<file path="src/rtl/sequenciador_pkg.sv">
// Shared types and constants for the LED sequence playback controller.
// State codes double as the debug display encoding.
package sequenciador_pkg;

   typedef enum logic [2:0] {
      OCIOSO  = 3'd0,
      LEITURA = 3'd1,
      ACESO   = 3'd2,
      APAGADO = 3'd3,
      FIM     = 3'd4
   } estado_t;

   localparam int T_ON_LENTO_DEF   = 1000;
   localparam int T_OFF_LENTO_DEF  = 500;
   localparam int T_ON_RAPIDO_DEF  = 500;
   localparam int T_OFF_RAPIDO_DEF = 250;
   localparam int TW_DEF           = 11;

   localparam logic [2:0] NOTA_NENHUMA = 3'd7;

   // Lowest set bit wins when the colour is not one-hot.
   function automatic logic [2:0] indice_nota(input logic [6:0] cor);
      logic [2:0] idx;
      idx = NOTA_NENHUMA;
      for (int i = 6; i >= 0; i--) begin
         if (cor[i]) idx = 3'(i);
      end
      return idx;
   endfunction

endpackage

</file>
<file path="src/rtl/sequenciador_leds_if.sv">
// Control, memory and display bundle of the playback controller.
// The slave side is the controller; the master side is its environment.
interface sequenciador_leds_if;

   logic       iniciar;
   logic       abortar;
   logic       nivel;
   logic [3:0] limite;
   logic [6:0] mem_dado;
   logic [3:0] mem_endereco;
   logic [6:0] leds;
   logic       nota_valida;
   logic [2:0] nota_codigo;
   logic       ocupado;
   logic       pronto;
   logic [2:0] db_estado;

   modport slave (
      input  iniciar, abortar, nivel, limite, mem_dado,
      output mem_endereco, leds, nota_valida, nota_codigo,
      output ocupado, pronto, db_estado
   );

   modport master (
      output iniciar, abortar, nivel, limite, mem_dado,
      input  mem_endereco, leds, nota_valida, nota_codigo,
      input  ocupado, pronto, db_estado
   );

endinterface

</file>
<file path="src/rtl/sequenciador_leds_contador_ticks.sv">
// Up counter for on/off phase timing with a runtime terminal value.
// Clear takes priority over enable.
module contador_ticks #(
   parameter int TW = 11
) (
   input  logic          clock,
   input  logic          reset,
   input  logic          limpar,
   input  logic          habilitar,
   input  logic [TW-1:0] limite,
   output logic [TW-1:0] valor,
   output logic          terminal
);

   always_ff @(posedge clock or posedge reset) begin
      if (reset) begin
         valor <= '0;
      end else if (limpar) begin
         valor <= '0;
      end else if (habilitar) begin
         valor <= valor + 1'b1;
      end
   end

   assign terminal = (valor == limite);

endmodule

</file>
<file path="src/rtl/sequenciador_leds.sv">
// Plays memory colours 0..limite on the LEDs with on/off timing,
// emitting a note strobe and code per lit slot.
module sequenciador_leds
   import sequenciador_pkg::*;
#(
   parameter int T_ON_LENTO   = T_ON_LENTO_DEF,
   parameter int T_OFF_LENTO  = T_OFF_LENTO_DEF,
   parameter int T_ON_RAPIDO  = T_ON_RAPIDO_DEF,
   parameter int T_OFF_RAPIDO = T_OFF_RAPIDO_DEF,
   parameter int TW           = TW_DEF
) (
   input  logic                 clock,
   input  logic                 reset,
   sequenciador_leds_if.slave   bus
);

   estado_t       estado, estado_d;
   logic [3:0]    endereco, endereco_d;
   logic [3:0]    limite_reg;
   logic          nivel_reg;
   logic [6:0]    led_reg;
   logic          limpar;
   logic          habilitar;
   logic [TW-1:0] lim_sel;
   logic [TW-1:0] lim_on;
   logic [TW-1:0] lim_off;
   logic [TW-1:0] tempo;
   logic          terminal;

   assign lim_on  = nivel_reg ? TW'(T_ON_RAPIDO - 1)
                              : TW'(T_ON_LENTO - 1);
   assign lim_off = nivel_reg ? TW'(T_OFF_RAPIDO - 1)
                              : TW'(T_OFF_LENTO - 1);

   contador_ticks #(.TW(TW)) u_ticks (
      .clock     (clock),
      .reset     (reset),
      .limpar    (limpar),
      .habilitar (habilitar),
      .limite    (lim_sel),
      .valor     (tempo),
      .terminal  (terminal)
   );

   always_ff @(posedge clock or posedge reset) begin
      if (reset) begin
         estado   <= OCIOSO;
         endereco <= '0;
      end else begin
         estado   <= estado_d;
         endereco <= endereco_d;
      end
   end

   always_ff @(posedge clock or posedge reset) begin
      if (reset) begin
         limite_reg <= '0;
         nivel_reg  <= 1'b0;
         led_reg    <= '0;
      end else begin
         if (estado == OCIOSO && bus.iniciar) begin
            limite_reg <= bus.limite;
            nivel_reg  <= bus.nivel;
         end
         if (estado == LEITURA) led_reg <= bus.mem_dado;
      end
   end

   always_comb begin
      estado_d   = estado;
      endereco_d = endereco;
      limpar     = 1'b0;
      habilitar  = 1'b0;
      lim_sel    = lim_on;
      case (estado)
         OCIOSO: begin
            endereco_d = '0;
            if (bus.iniciar) estado_d = LEITURA;
         end
         LEITURA: begin
            limpar   = 1'b1;
            estado_d = ACESO;
         end
         ACESO: begin
            habilitar = 1'b1;
            if (terminal) begin
               limpar   = 1'b1;
               estado_d = APAGADO;
            end
         end
         APAGADO: begin
            habilitar = 1'b1;
            lim_sel   = lim_off;
            if (terminal) begin
               limpar = 1'b1;
               if (endereco == limite_reg) begin
                  estado_d   = FIM;
                  endereco_d = '0;
               end else begin
                  estado_d   = LEITURA;
                  endereco_d = endereco + 1'b1;
               end
            end
         end
         FIM: begin
            estado_d   = OCIOSO;
            endereco_d = '0;
         end
         default: begin
            estado_d   = OCIOSO;
            endereco_d = '0;
         end
      endcase
      if (bus.abortar && estado != OCIOSO) begin
         estado_d   = OCIOSO;
         endereco_d = '0;
         limpar     = 1'b1;
      end
   end

   // Present the next address so the 1-cycle ROM data lands in LEITURA.
   assign bus.mem_endereco = endereco_d;

   assign bus.leds        = (estado == ACESO) ? led_reg : 7'd0;
   assign bus.nota_valida = (estado == ACESO) && (tempo == '0)
                            && (led_reg != 7'd0);
   assign bus.nota_codigo = indice_nota(bus.leds);
   assign bus.ocupado     = (estado != OCIOSO);
   assign bus.pronto      = (estado == FIM);
   assign bus.db_estado   = estado;

endmodule

</file>
<file path="src/flat_wrapper.sv">
// flat-port wrapper written by rule: the top's interface ports become plain ports
module sequenciador_leds_flat import sequenciador_pkg::*;
#(
   parameter int T_ON_LENTO   = T_ON_LENTO_DEF,
   parameter int T_OFF_LENTO  = T_OFF_LENTO_DEF,
   parameter int T_ON_RAPIDO  = T_ON_RAPIDO_DEF,
   parameter int T_OFF_RAPIDO = T_OFF_RAPIDO_DEF,
   parameter int TW           = TW_DEF
)
  (clock, reset, bus_iniciar, bus_abortar, bus_nivel, bus_limite, bus_mem_dado, bus_mem_endereco, bus_leds, bus_nota_valida, bus_nota_codigo, bus_ocupado, bus_pronto, bus_db_estado);
  sequenciador_leds_if bus_i ();
  input  logic clock;
  input  logic reset;
  input wire logic [$bits(bus_i.iniciar)-1:0] bus_iniciar;
  input wire logic [$bits(bus_i.abortar)-1:0] bus_abortar;
  input wire logic [$bits(bus_i.nivel)-1:0] bus_nivel;
  input wire logic [$bits(bus_i.limite)-1:0] bus_limite;
  input wire logic [$bits(bus_i.mem_dado)-1:0] bus_mem_dado;
  output wire logic [$bits(bus_i.mem_endereco)-1:0] bus_mem_endereco;
  output wire logic [$bits(bus_i.leds)-1:0] bus_leds;
  output wire logic [$bits(bus_i.nota_valida)-1:0] bus_nota_valida;
  output wire logic [$bits(bus_i.nota_codigo)-1:0] bus_nota_codigo;
  output wire logic [$bits(bus_i.ocupado)-1:0] bus_ocupado;
  output wire logic [$bits(bus_i.pronto)-1:0] bus_pronto;
  output wire logic [$bits(bus_i.db_estado)-1:0] bus_db_estado;
  assign bus_i.iniciar = bus_iniciar;
  assign bus_i.abortar = bus_abortar;
  assign bus_i.nivel = bus_nivel;
  assign bus_i.limite = bus_limite;
  assign bus_i.mem_dado = bus_mem_dado;
  assign bus_mem_endereco = bus_i.mem_endereco;
  assign bus_leds = bus_i.leds;
  assign bus_nota_valida = bus_i.nota_valida;
  assign bus_nota_codigo = bus_i.nota_codigo;
  assign bus_ocupado = bus_i.ocupado;
  assign bus_pronto = bus_i.pronto;
  assign bus_db_estado = bus_i.db_estado;
  sequenciador_leds #(.T_ON_LENTO(T_ON_LENTO), .T_OFF_LENTO(T_OFF_LENTO), .T_ON_RAPIDO(T_ON_RAPIDO), .T_OFF_RAPIDO(T_OFF_RAPIDO), .TW(TW)) u_core (.clock(clock), .reset(reset), .bus(bus_i));
endmodule
</file>
<file path="config.mk">
export PLATFORM = sky130hd
export DESIGN_NAME = sequenciador_leds_flat
export DESIGN_NICKNAME = d
export VERILOG_FILES = /design/src/rtl/sequenciador_pkg.sv /design/src/rtl/sequenciador_leds_if.sv /design/src/rtl/sequenciador_leds_contador_ticks.sv /design/src/rtl/sequenciador_leds.sv /design/src/flat_wrapper.sv
export SDC_FILE = /design/constraint.sdc
export NUM_CORES = 1
export LEC_CHECK = 0
export BUFFER_PORTS_ARGS = -buffer_cell sky130_fd_sc_hd__buf_2
export CAP_MARGIN = 20
export CORE_ASPECT_RATIO = 0.6
export CORE_MARGIN = 2
export CORE_UTILIZATION = 30
export DETAILED_ROUTE_END_ITERATION = 7
export PLACE_DENSITY = 0.51
export SETUP_SLACK_MARGIN = 0.1
export SYNTH_ARGS = -nofsm -noshare
export SYNTH_HDL_FRONTEND = slang
export SYNTH_SLANG_ARGS = --single-unit
</file>
<file path="constraint.sdc">
create_clock -name clock -period 2.05 [get_ports clock]
set_input_delay 0.41 -clock clock [delete_from_list [all_inputs] [get_ports clock]]
set_output_delay 0.41 -clock clock [all_outputs]
set_load 0.1 [all_outputs]
</file>
==> results of run 1 <==
==> Yosys cell counts, types with 2 or more instances <==
| library cell | n |
|---|---|
| nand2_1 | 10 |
| nand2b_1 | 3 |
| inv_1 | 12 |
| mux2_2 | 12 |
| nor4b_1 | 2 |
| and3_1 | 5 |
| mux2i_1 | 2 |
| nor3_1 | 17 |
| nand3_1 | 7 |
| o22ai_1 | 2 |
| and2_1 | 9 |
| ha_1 | 3 |
| xnor2_1 | 7 |
| xor2_1 | 7 |
| buf_1 | 2 |
| a211oi_1 | 2 |
| o31ai_1 | 2 |
| clkbuf_1 | 3 |
| o21ai_0 | 3 |
| nor4_1 | 6 |
| nor2_1 | 11 |
| or2_2 | 2 |
| a21oi_1 | 4 |
| dfrtp_1 | 30 |
==> through the flow <==
stage / util / setup WS [ps] / setup TNS, ps
global route: 0.575 / -699 / -8440
CTS: 0.538 / -592 / -4360
global placement: 0.480 / -313 / -1250
detailed placement: 0.480 / -375 / -1350
floorplan: - / -820 / -7050
finish: 0.575 / -621 / -6520
==> cells by family after synthesis <==
group                    Yosys count  synth area share
AND/OR/NAND/NOR                   83             0.255
XOR/XNOR                          14            0.0660
adder cells (fa/ha/maj)            4            0.0256
flip-flops                        30             0.404
multiplexers                      15            0.0916
buffers and inverters             20            0.0472
AO/OA/AOI/OAI                     25             0.111
==> critical path: cells and delay by family (launching register included) <==
family | cells | cell delay [ps]
AND/OR/NAND/NOR | 1 | 290
buffers and inverters | 1 | 170
multiplexers | 1 | 290
flip-flops | 1 | 480
AO/OA/AOI/OAI | 3 | 730
==> power by group through the flow <==
stage               sequential, mW  clock [mW]  combinational, mW
CTS                          0.908       0.520               2.42
detailed placement           0.915           0               2.22
finish                       0.913       0.506               2.55
global route                 0.937       0.564               2.68
global placement             0.909           0               2.21
floorplan                     1.02           0               1.32
==> per-layer routing <==
layer	vias up	global-route usage	wire, um
met5	-	0	0
met2	66	0.265	2500
li1	924	-	-
met3	9	0.0463	466
met4	0	0.0526	79
met1	873	0.261	2830
==> worst paths after layout <==
check,end,cells past startpoint,slack (ps),from
min reg2reg,u_core.limite_reg[0],1,550,u_core.limite_reg[0]
max reg2reg,u_core.bus.db_estado[0],9,-210,u_core.u_ticks.valor[9]
max in group asynchronous,u_core.u_ticks.valor[5],3,1190,reset
min in group clock,u_core.led_reg[4],3,350,bus_mem_dado[4]
min,u_core.limite_reg[3],2,210,reset
max,bus_mem_endereco[0],6,-620,u_core.bus.db_estado[2]
==> timing repair <==
item | CTS | global route
gates cloned | 1 | 0
gates resized for setup | 40 | 34
pin swaps | 11 | 14
buffers inserted | 12 | 13
endpoints found under the setup margin | 20 | 32
==> final cells by class <==
| cell class | instances | area, sq um | area share |
|---|---|---|---|
| tap | 84 | 105 | 0.0302 |
| sequential | 30 | 759 | 0.218 |
| timing repair buffer | 113 | 1120 | 0.322 |
| clock buffer | 6 | 82.6 | 0.0237 |
| inverter | 12 | 52.6 | 0.0151 |
| clock inverter | 2 | 12.5 | 0.00359 |
| multi-input combinational | 141 | 1350 | 0.387 |
==> impl_metrics.tcl, run 1 <==
set metrics [dict create \
    rsz0062_at_grt "true" \
    hold_path_class "in2async" \
    clock-sinks 30 \
    synth-main-ff-cell "dfrtp_1" \
    core_sq_um 6060 \
    cp-start-kind "flip-flop" \
    cp_cell_sequence "and3b_2 -> a41oi_2 -> o22a_4 -> o311a_4 -> mux2_4 -> buf_12" \
    cts_tree "yes" \
    synth_largest_area_cell "dfrtp_1" \
    min_period_over_period 1.30 \
    cap_violations 0 \
    max_slew_margin 0.550 \
    cts_max_path_buffers 2 \
    fin_hold_ws_ps 212 \
    yosysSeqAreaShare 0.404 \
    power_mw 3.97 \
    yosysUniqueCellTypes 52 \
    cp_max_fo 5 \
    initial_core_util 0.307 \
    routedWlPerCell_um 15.1 \
    nNetsFinal 322 \
    synth_top_area_frac 0.404 \
    num_vias 1872 \
    place.gp.congestion 0.886 \
    finalSetupViolCount 27 \
    clk_pin_slew_ps 70 \
    arrival_ps 2260 \
    fmax_mhz 374 \
    syn-num-nets 210 \
    first_pass_iters 4 \
    dp_cells 357 \
    leakagePower_nw 1.59 \
    finalNonFillerCells 388 \
    drt_wl_total_mm 5.87 \
    finalInstanceArea_sq_um 3480 \
    antenna_found_initial 0 \
    swShare 0.457 \
    grt_max_degree 18 \
    criticalPathCategory "reg2out" \
    fin_ws_ps -621 \
    antennaDiodeCount 0 \
    power.density_nw_per_um2 1140 \
    violations "setup timing" \
    comb_power_share 0.643 \
    ios 36 \
    internal_power_mw 2.16 \
    async_flop_share 1.00 \
    final-max-slew-violation-count 0 \
    synth_warnings 0 \
    fin_worst_skew_ps 10.6 \
    cp.required_ps 1640 \
    synth_area_per_cell_sq_um 9.72 \
    tightest_slew_ps 674 \
    chipWidth_um 106 \
    slowest_delay_ps 480 \
    seqPwrFrac 0.230 \
    largest_reg_flops 11 \
    synth_edf_count 0 \
    first_iter_violations 143 \
    io_buffers 35 \
    cts-hold-fix-buffers 0 \
    layout_commonest_cell "buf_4" \
    pwr-share-clk 0.128 \
    hpwl_mm 4.15 \
    period_needed_ps 2670 \
    cts_inserted_buffers 5 \
    fp.dieH_um 64.9 \
    clk-insertion-delay-late_ps 290 \
    cts_root_buf "clkbuf_8" \
    ys_seq_elements 30 \
    routed_via_density 4.82 \
    grtUsageTotal 0.181 \
    slowest_stage "dfrtp_4" \
    max-vdd-ir-drop_mv 0.566 \
    h-tree-depth 2 \
    syn_area_sq_um 1860 \
    ys_top_cells_by_area "dfrtp_1 (40%), mux2_2 (7.3%), nor3_1 (4.6%), xnor2_1 (3.3%), xor2_1 (3.3%)" \
    fillers 516 \
    grt-ovfl-total 0 \
    ant_nets 0 \
    placed_cell_area_sq_um 2900 \
    drive_gt1_frac 0.632 \
    critPathCaptureType "primary output" \
    rows 22 \
    final_hold_viol_count 0 \
    drc 0 \
    status "complete, but fails checks" \
    final_cell_mix "buf_4 (56), dfrtp_1 (27), buf_6 (19), buf_12 (19), buf_2 (18)" \
    area.growth.synth_to_final_pct 87.5 \
    grt_pass1_wl_mm 9.46 \
    grt_pass1_vias 1827 \
    switching_power_mw 1.81 \
    synthCells 191 \
    fp.dieArea_sq_um 6860 \
]
No activity file was read; power rests on OpenSTA's default activity.
==> inputs of run 2 (changes only) <==
SYNTH_HIERARCHICAL = 1   (was unset)
==> run 2 against run 1 <==
Net effect:
- the run still ends with setup timing left
- clock skew down 4.6 ps
- register-to-register slack worse by 590 ps
- clock-buffer cell count up 2
- core utilization down 2.1 points
- synthesized cell count down 4.2%
- non-clock buffer count down 28
- via count down 9.5%
- final cell count down 9.5%
- combinational power down 53%
- flip-flop and latch count unchanged
- area after synthesis down 1.5%
- fmax down 11%
- critical path type unchanged
- highest routed layer unchanged
==> impl_metrics.tcl, run 2 <==
set metrics [dict create \
    cts_max_path_buffers 2 \
    synth_mux_area_frac 0.103 \
    max_slew_margin 0.596 \
    synth_top_area_frac 0.410 \
    final_hold_viol_count 0 \
    cp_num_buf_inv 4 \
    antennaDiodeCount 0 \
    cp_cell_sequence "buf_6 -> and2_4 -> nand2_4 -> inv_2 -> xnor2_1 -> nand4_1 -> nor3_4 -> buf_6 -> nand4_1 -> xor2_2 -> o31ai_4 -> buf_12" \
    drt_wl_total_mm 5.30 \
    num_vias 1695 \
    rsz0062_at_grt "true" \
    finalSetupViolCount 32 \
    core_sq_um 5730 \
    cp-start-kind "flip-flop" \
    arrival_ps 2600 \
    cts_tree "yes" \
    cts_root_buf "clkbuf_8" \
    met2_usage 0.235 \
    clk_pin_slew_ps 70 \
    synth_edf_count 0 \
    slowest_stage "dfrtp_4" \
    fin_worst_skew_ps 6.01 \
    power.density_nw_per_um2 781 \
    use_met3 0.0362 \
    first_iter_violations 85 \
    grt_max_degree 15 \
    fp.dieArea_sq_um 6760 \
    grt.met1_usage 0.245 \
    comb_power_share 0.490 \
    drive_gt1_frac 0.568 \
    yosys.area_share.adder 0.0137 \
    violations "setup timing" \
    nNetsFinal 288 \
    synth_commonest_cells "dfrtp_1 (30), xnor2_1 (17), nand2_1 (11), nor2_1 (11), and2_1 (10)" \
    drc 0 \
    max-vdd-ir-drop_mv 0.566 \
    ys_top_cells_by_area "dfrtp_1 (41%), xnor2_1 (8.1%), mux2_4 (4.9%), mux2_1 (3.7%), and2_1 (3.4%)" \
    grt_pass1_wl_mm 8.54 \
    syn_area_sq_um 1830 \
    synthSimpleGateAreaFrac 0.226 \
    routed_via_density 4.83 \
    cts_inserted_buffers 5 \
    io_buffers 35 \
    cp_max_fo 4 \
    initial_core_util 0.319 \
    first_pass_iters 4 \
    yosysMostFrequentCell "dfrtp_1" \
    area.growth.synth_to_final_pct 73.5 \
    synth_top_family_by_area "simple AND/OR/NAND/NOR gates" \
    fin_ws_ps -962 \
    leakagePower_nw 1.36 \
    synth-compound-area-share 0.0958 \
    tightest_slew_ps 606 \
    rows 21 \
    critPathCaptureType "primary output" \
    criticalPathCategory "reg2out" \
    h-tree-depth 2 \
    chipWidth_um 105 \
    synth_warnings 6 \
    hold_path_class "in2async" \
    routedWlPerCell_um 15.1 \
    clk-insertion-delay-late_ps 280 \
    seqPwrFrac 0.325 \
    ant_nets 0 \
    yosysSeqAreaShare 0.410 \
    synth_area_per_cell_sq_um 10.0 \
    synth-main-ff-cell "dfrtp_1" \
    min_period_over_period 1.47 \
    largest_reg_flops 11 \
    final_core_util 0.554 \
    synthCells 183 \
    ys_seq_elements 30 \
    internal_power_mw 1.48 \
    status "complete, but fails checks" \
    yosysUniqueCellTypes 44 \
    busiest_layer "met1" \
    final-max-slew-violation-count 0 \
    pwr-share-clk 0.186 \
    antenna_found_initial 0 \
    switching_power_mw 1.00 \
    fp.dieH_um 64.5 \
    layout_commonest_cell "buf_4" \
    grtUsageTotal 0.161 \
    slowest_delay_ps 490 \
    ios 36 \
    fmax_mhz 332 \
    async_flop_share 1.00 \
    fillers 497 \
    cp.required_ps 1640 \
    swShare 0.404 \
    place.gp.congestion 0.848 \
    period_needed_ps 3010 \
    cap_violations 0 \
    yosys.area_share.xor_xnor 0.101 \
    final_cell_mix "buf_4 (34), dfrtp_1 (27), buf_12 (19), buf_2 (18), xnor2_1 (17)" \
    fin_setup_tns_ps -12120 \
    synth_largest_area_cell "dfrtp_1" \
    clock-sinks 30 \
    pre_cts_ws_ps -743 \
    hpwl_mm 3.74 \
    crit_family "simple AND/OR/NAND/NOR gates" \
    grt_pass1_vias 1665 \
    grt-ovfl-total 0 \
    cts-hold-fix-buffers 0 \
]
## run 2: worst paths after layout
path,slack (ps),start,depth (start not counted),endpoint
max in group asynchronous,1320,reset,3,u_core/led_reg[2]
setup reg to reg,-800,u_core/bus.db_estado[0],16,u_core/u_ticks/valor[9]
min in group clock,350,bus_limite[2],2,u_core/limite_reg[2]
hold reg to reg,520,u_core/limite_reg[0],1,u_core/limite_reg[0]
setup / recovery,-960,u_core/bus.db_estado[0],12,bus_mem_endereco[3]
hold / removal,140,reset,2,u_core/u_ticks/valor[6]
## run 2: cell type report
class                      count  area [sq um]  share of cell area
clock buffer                   8          80.1              0.0252
inverter                       8          30.0             0.00946
multi-input combinational    140          1310               0.413
sequential                    30           762               0.240
tap                           80           100              0.0315
timing repair buffer          85           891               0.281
## run 2: per-stage QoR
| step | power [mW] | hold slack, ps | cell area (sq um) | std cells |
|---|---|---|---|---|
| 4_1_cts | 2.42 | 154 | 2990 | 343 |
| 3_3_place_gp | 1.82 | 450 | 2650 | 326 |
| 2_1_floorplan | 1.54 | 262 | 2000 | 186 |
| 3_5_place_dp | 1.83 | 449 | 2650 | 326 |
| 6_report | 2.48 | 136 | 3170 | 351 |
| 5_1_grt | 2.59 | 188 | 3170 | 351 |
## run 2: power by group through the flow
stage                     Sequential [mW]  Combinational, mW  Clock, mW
after floorplan                     0.835              0.702          0
after global placement              0.805               1.02          0
after detailed placement            0.808               1.02          0
after CTS                           0.799               1.16      0.469
after global routing                0.819               1.27      0.499
final                               0.804               1.21      0.460
## run 2: worst reg2reg max path: stages (launching register included)
cell and delay (ps):
dfrtp_4 490, buf_6 130, and2_4 160, nand2_4 90, inv_2 40, xnor2_1 140, nand4_1 150, nor3_4 240
buf_4 140, inv_2 40, a21oi_2 100, nor2_1 70, nor2_2 150, o211ai_4 140, buf_4 160, nor4_4 180
mux2_4 330
## run 2: cell families after synthesis
family,Yosys count
buffers and inverters,16
XOR/XNOR,21
AO/OA/AOI/OAI,25
adder cells (fa/ha/maj),2
other,2
AND/OR/NAND/NOR,72
flip-flops,30
multiplexers,15
## run 2: what timing repair did
item | CTS | global route
endpoints found under the hold margin | 0 | 0
gates resized for setup | 46 | 31
setup buffers | 8 | 9
pin swaps | 16 | 20
gates cloned | 1 | 0
endpoints found under the setup margin | 33 | 35
## run 2: per-layer routing
layer | vias up | share of wire
met5 | - | 0
met3 | 2 | 0.054
met2 | 51 | 0.42
met1 | 830 | 0.52
li1 | 812 | -
met4 | 0 | 0.0042
==> inputs of run 3 (changes only) <==
SETUP_SLACK_MARGIN = 0.5   (was 0.1)
==> run 3 against run 2 <==
Net effect:
- the flow still finishes with violations (setup timing)
- clock-buffer cell count fell by 1
- via count fell by 2.0%
- setup slack got worse by 15 ps
- critical path type unchanged
- largest cell class unchanged
- largest power group unchanged
==> impl_metrics.tcl, run 3 (synthesis results as in run 2) <==
set metrics [dict create \
    initial_core_util 0.319 \
    criticalPathCategory "reg2out" \
    drt_wl_total_mm 5.49 \
    io_buffers 35 \
    ios 36 \
    core_sq_um 5730 \
    clk-insertion-delay-late_ps 280 \
    fin_ws_ps -976 \
    nNetsFinal 294 \
    grt-ovfl-total 0 \
    period_needed_ps 3030 \
    fin_setup_tns_ps -14390 \
    rsz0062_at_grt "true" \
    h-tree-depth 2 \
    status "complete, but fails checks" \
    largest_reg_flops 11 \
    pre_cts_ws_ps -779 \
    grt_pass1_wl_mm 8.67 \
    min_period_over_period 1.48 \
    cts_inserted_buffers 5 \
    finalSetupViolCount 33 \
    grtUsageTotal 0.165 \
    rr_startpoint "u_core/bus.db_estado[1]" \
    final_cell_mix "buf_4 (33), dfrtp_1 (27), buf_12 (23), buf_6 (18), buf_2 (15)" \
    cts_max_path_buffers 2 \
    area.growth.synth_to_final_pct 82.9 \
    cp.required_ps 1640 \
    fin_worst_skew_ps 10.4 \
    antenna_found_initial 0 \
    hpwl_mm 3.80 \
    power.density_nw_per_um2 782 \
    cts_root_buf "clkbuf_8" \
    hold_path_class "in2async" \
    clk_pin_slew_ps 60 \
    fmax_mhz 330 \
    layout_commonest_cell "buf_4" \
    placed_cell_area_sq_um 2680 \
    setup.worst_path.start "u_core/bus.db_estado[1]" \
    fillers 488 \
    cp_max_fo 3 \
    finalInstanceArea_sq_um 3350 \
    max-vdd-ir-drop_mv 0.429 \
    final_hold_viol_count 0 \
    cts-hold-fix-buffers 0 \
    fp.dieH_um 64.5 \
    arrival_ps 2620 \
    violations "setup timing" \
    cts_tree "yes" \
    place.gp.congestion 0.806 \
    grt_max_degree 17 \
    routed_via_density 4.65 \
    fp.dieArea_sq_um 6760 \
    leakagePower_nw 1.45 \
    ant_nets 0 \
    cp-start-kind "flip-flop" \
    grt_pass1_vias 1690 \
    first_iter_violations 56 \
    drc 0 \
    drive_gt1_frac 0.606 \
    rows 21 \
    first_pass_iters 4 \
    power_mw 2.62 \
    cap_violations 0 \
    chipWidth_um 105 \
    routedWlPerCell_um 15.4 \
    antennaDiodeCount 0 \
    final-max-slew-violation-count 0 \
    critPathCaptureType "primary output" \
    clock-sinks 30 \
    fin_hold_ws_ps 16.4 \
    num_vias 1661 \
]
[run 3: cell types whose count changed in the layout (fill, tap and decap cells not counted), moves of 4 or more]
cell,change
buf_12,+4
buf_6,+6
mux2_1,-5
mux2_4,+4
[run 3: worst max-delay path: stages (launching register included)]
cell and delay, ps:
dfrtp_4 480, nor2b_4 130, and2_4 160, nand2_4 70, inv_2 40, xnor2_2 110, nand4_1 160, nor3_4 240
buf_6 120, nand4_1 140, xor2_2 200, o31ai_4 260, buf_12 220
[run 3: stage by stage]
| step | utilization | std cells |
|---|---|---|
| floorplan | - | 186 |
| global placement | 0.469 | 325 |
| detailed placement | 0.469 | 325 |
| CTS | 0.551 | 346 |
| global route | 0.584 | 357 |
| finish | 0.584 | 357 |
[run 3: metal layers]
metal | up-vias | global-route usage | share of wire
met5 | - | 0 | 0
met2 | 48 | 0.245 | 0.42
met1 | 787 | 0.239 | 0.52
met4 | 0 | 0.0350 | 0.0044
met3 | 2 | 0.0473 | 0.051
li1 | 824 | - | -
[run 3: final timing paths]
check | end | slack (ps) | depth (start not counted)
worst min register to register | u_core/limite_reg[0] | 540 | 1
worst min-delay path | u_core/led_reg[5] | 20 | 2
worst max register to register | u_core/u_ticks/valor[8] | -860 | 16
worst max-delay path | bus_mem_endereco[3] | -980 | 12
max in group asynchronous | u_core/bus.db_estado[1] | 1560 | 3
min in group clock | u_core/led_reg[2] | 360 | 3
[run 3: report_power, final]
group	total, mW	switching (mW)	leakage, nW	internal, mW
registers	0.802	0.110	0.384	0.692
clock network	0.497	0.226	0.0482	0.271
logic	1.32	0.691	1.02	0.626
[run 3: area by class of cell]
| type | instances | area [sq um] | area share |
|---|---|---|---|
| multi-input combinational | 140 | 1340 | 0.402 |
| tap | 80 | 100 | 0.0299 |
| clock buffer | 7 | 86.3 | 0.0258 |
| inverter | 8 | 32.5 | 0.00972 |
| timing repair buffer | 91 | 1020 | 0.304 |
| clock inverter | 1 | 5.00 | 0.00150 |
| sequential | 30 | 762 | 0.228 |
[run 3: what timing repair did]
item / 4_1_cts / 5_1_grt
pin swaps: 27 / 14
buffers inserted: 12 / 11
cloned: 1 / 0
setup endpoints to repair: 49 / 49
gates resized for setup: 70 / 22
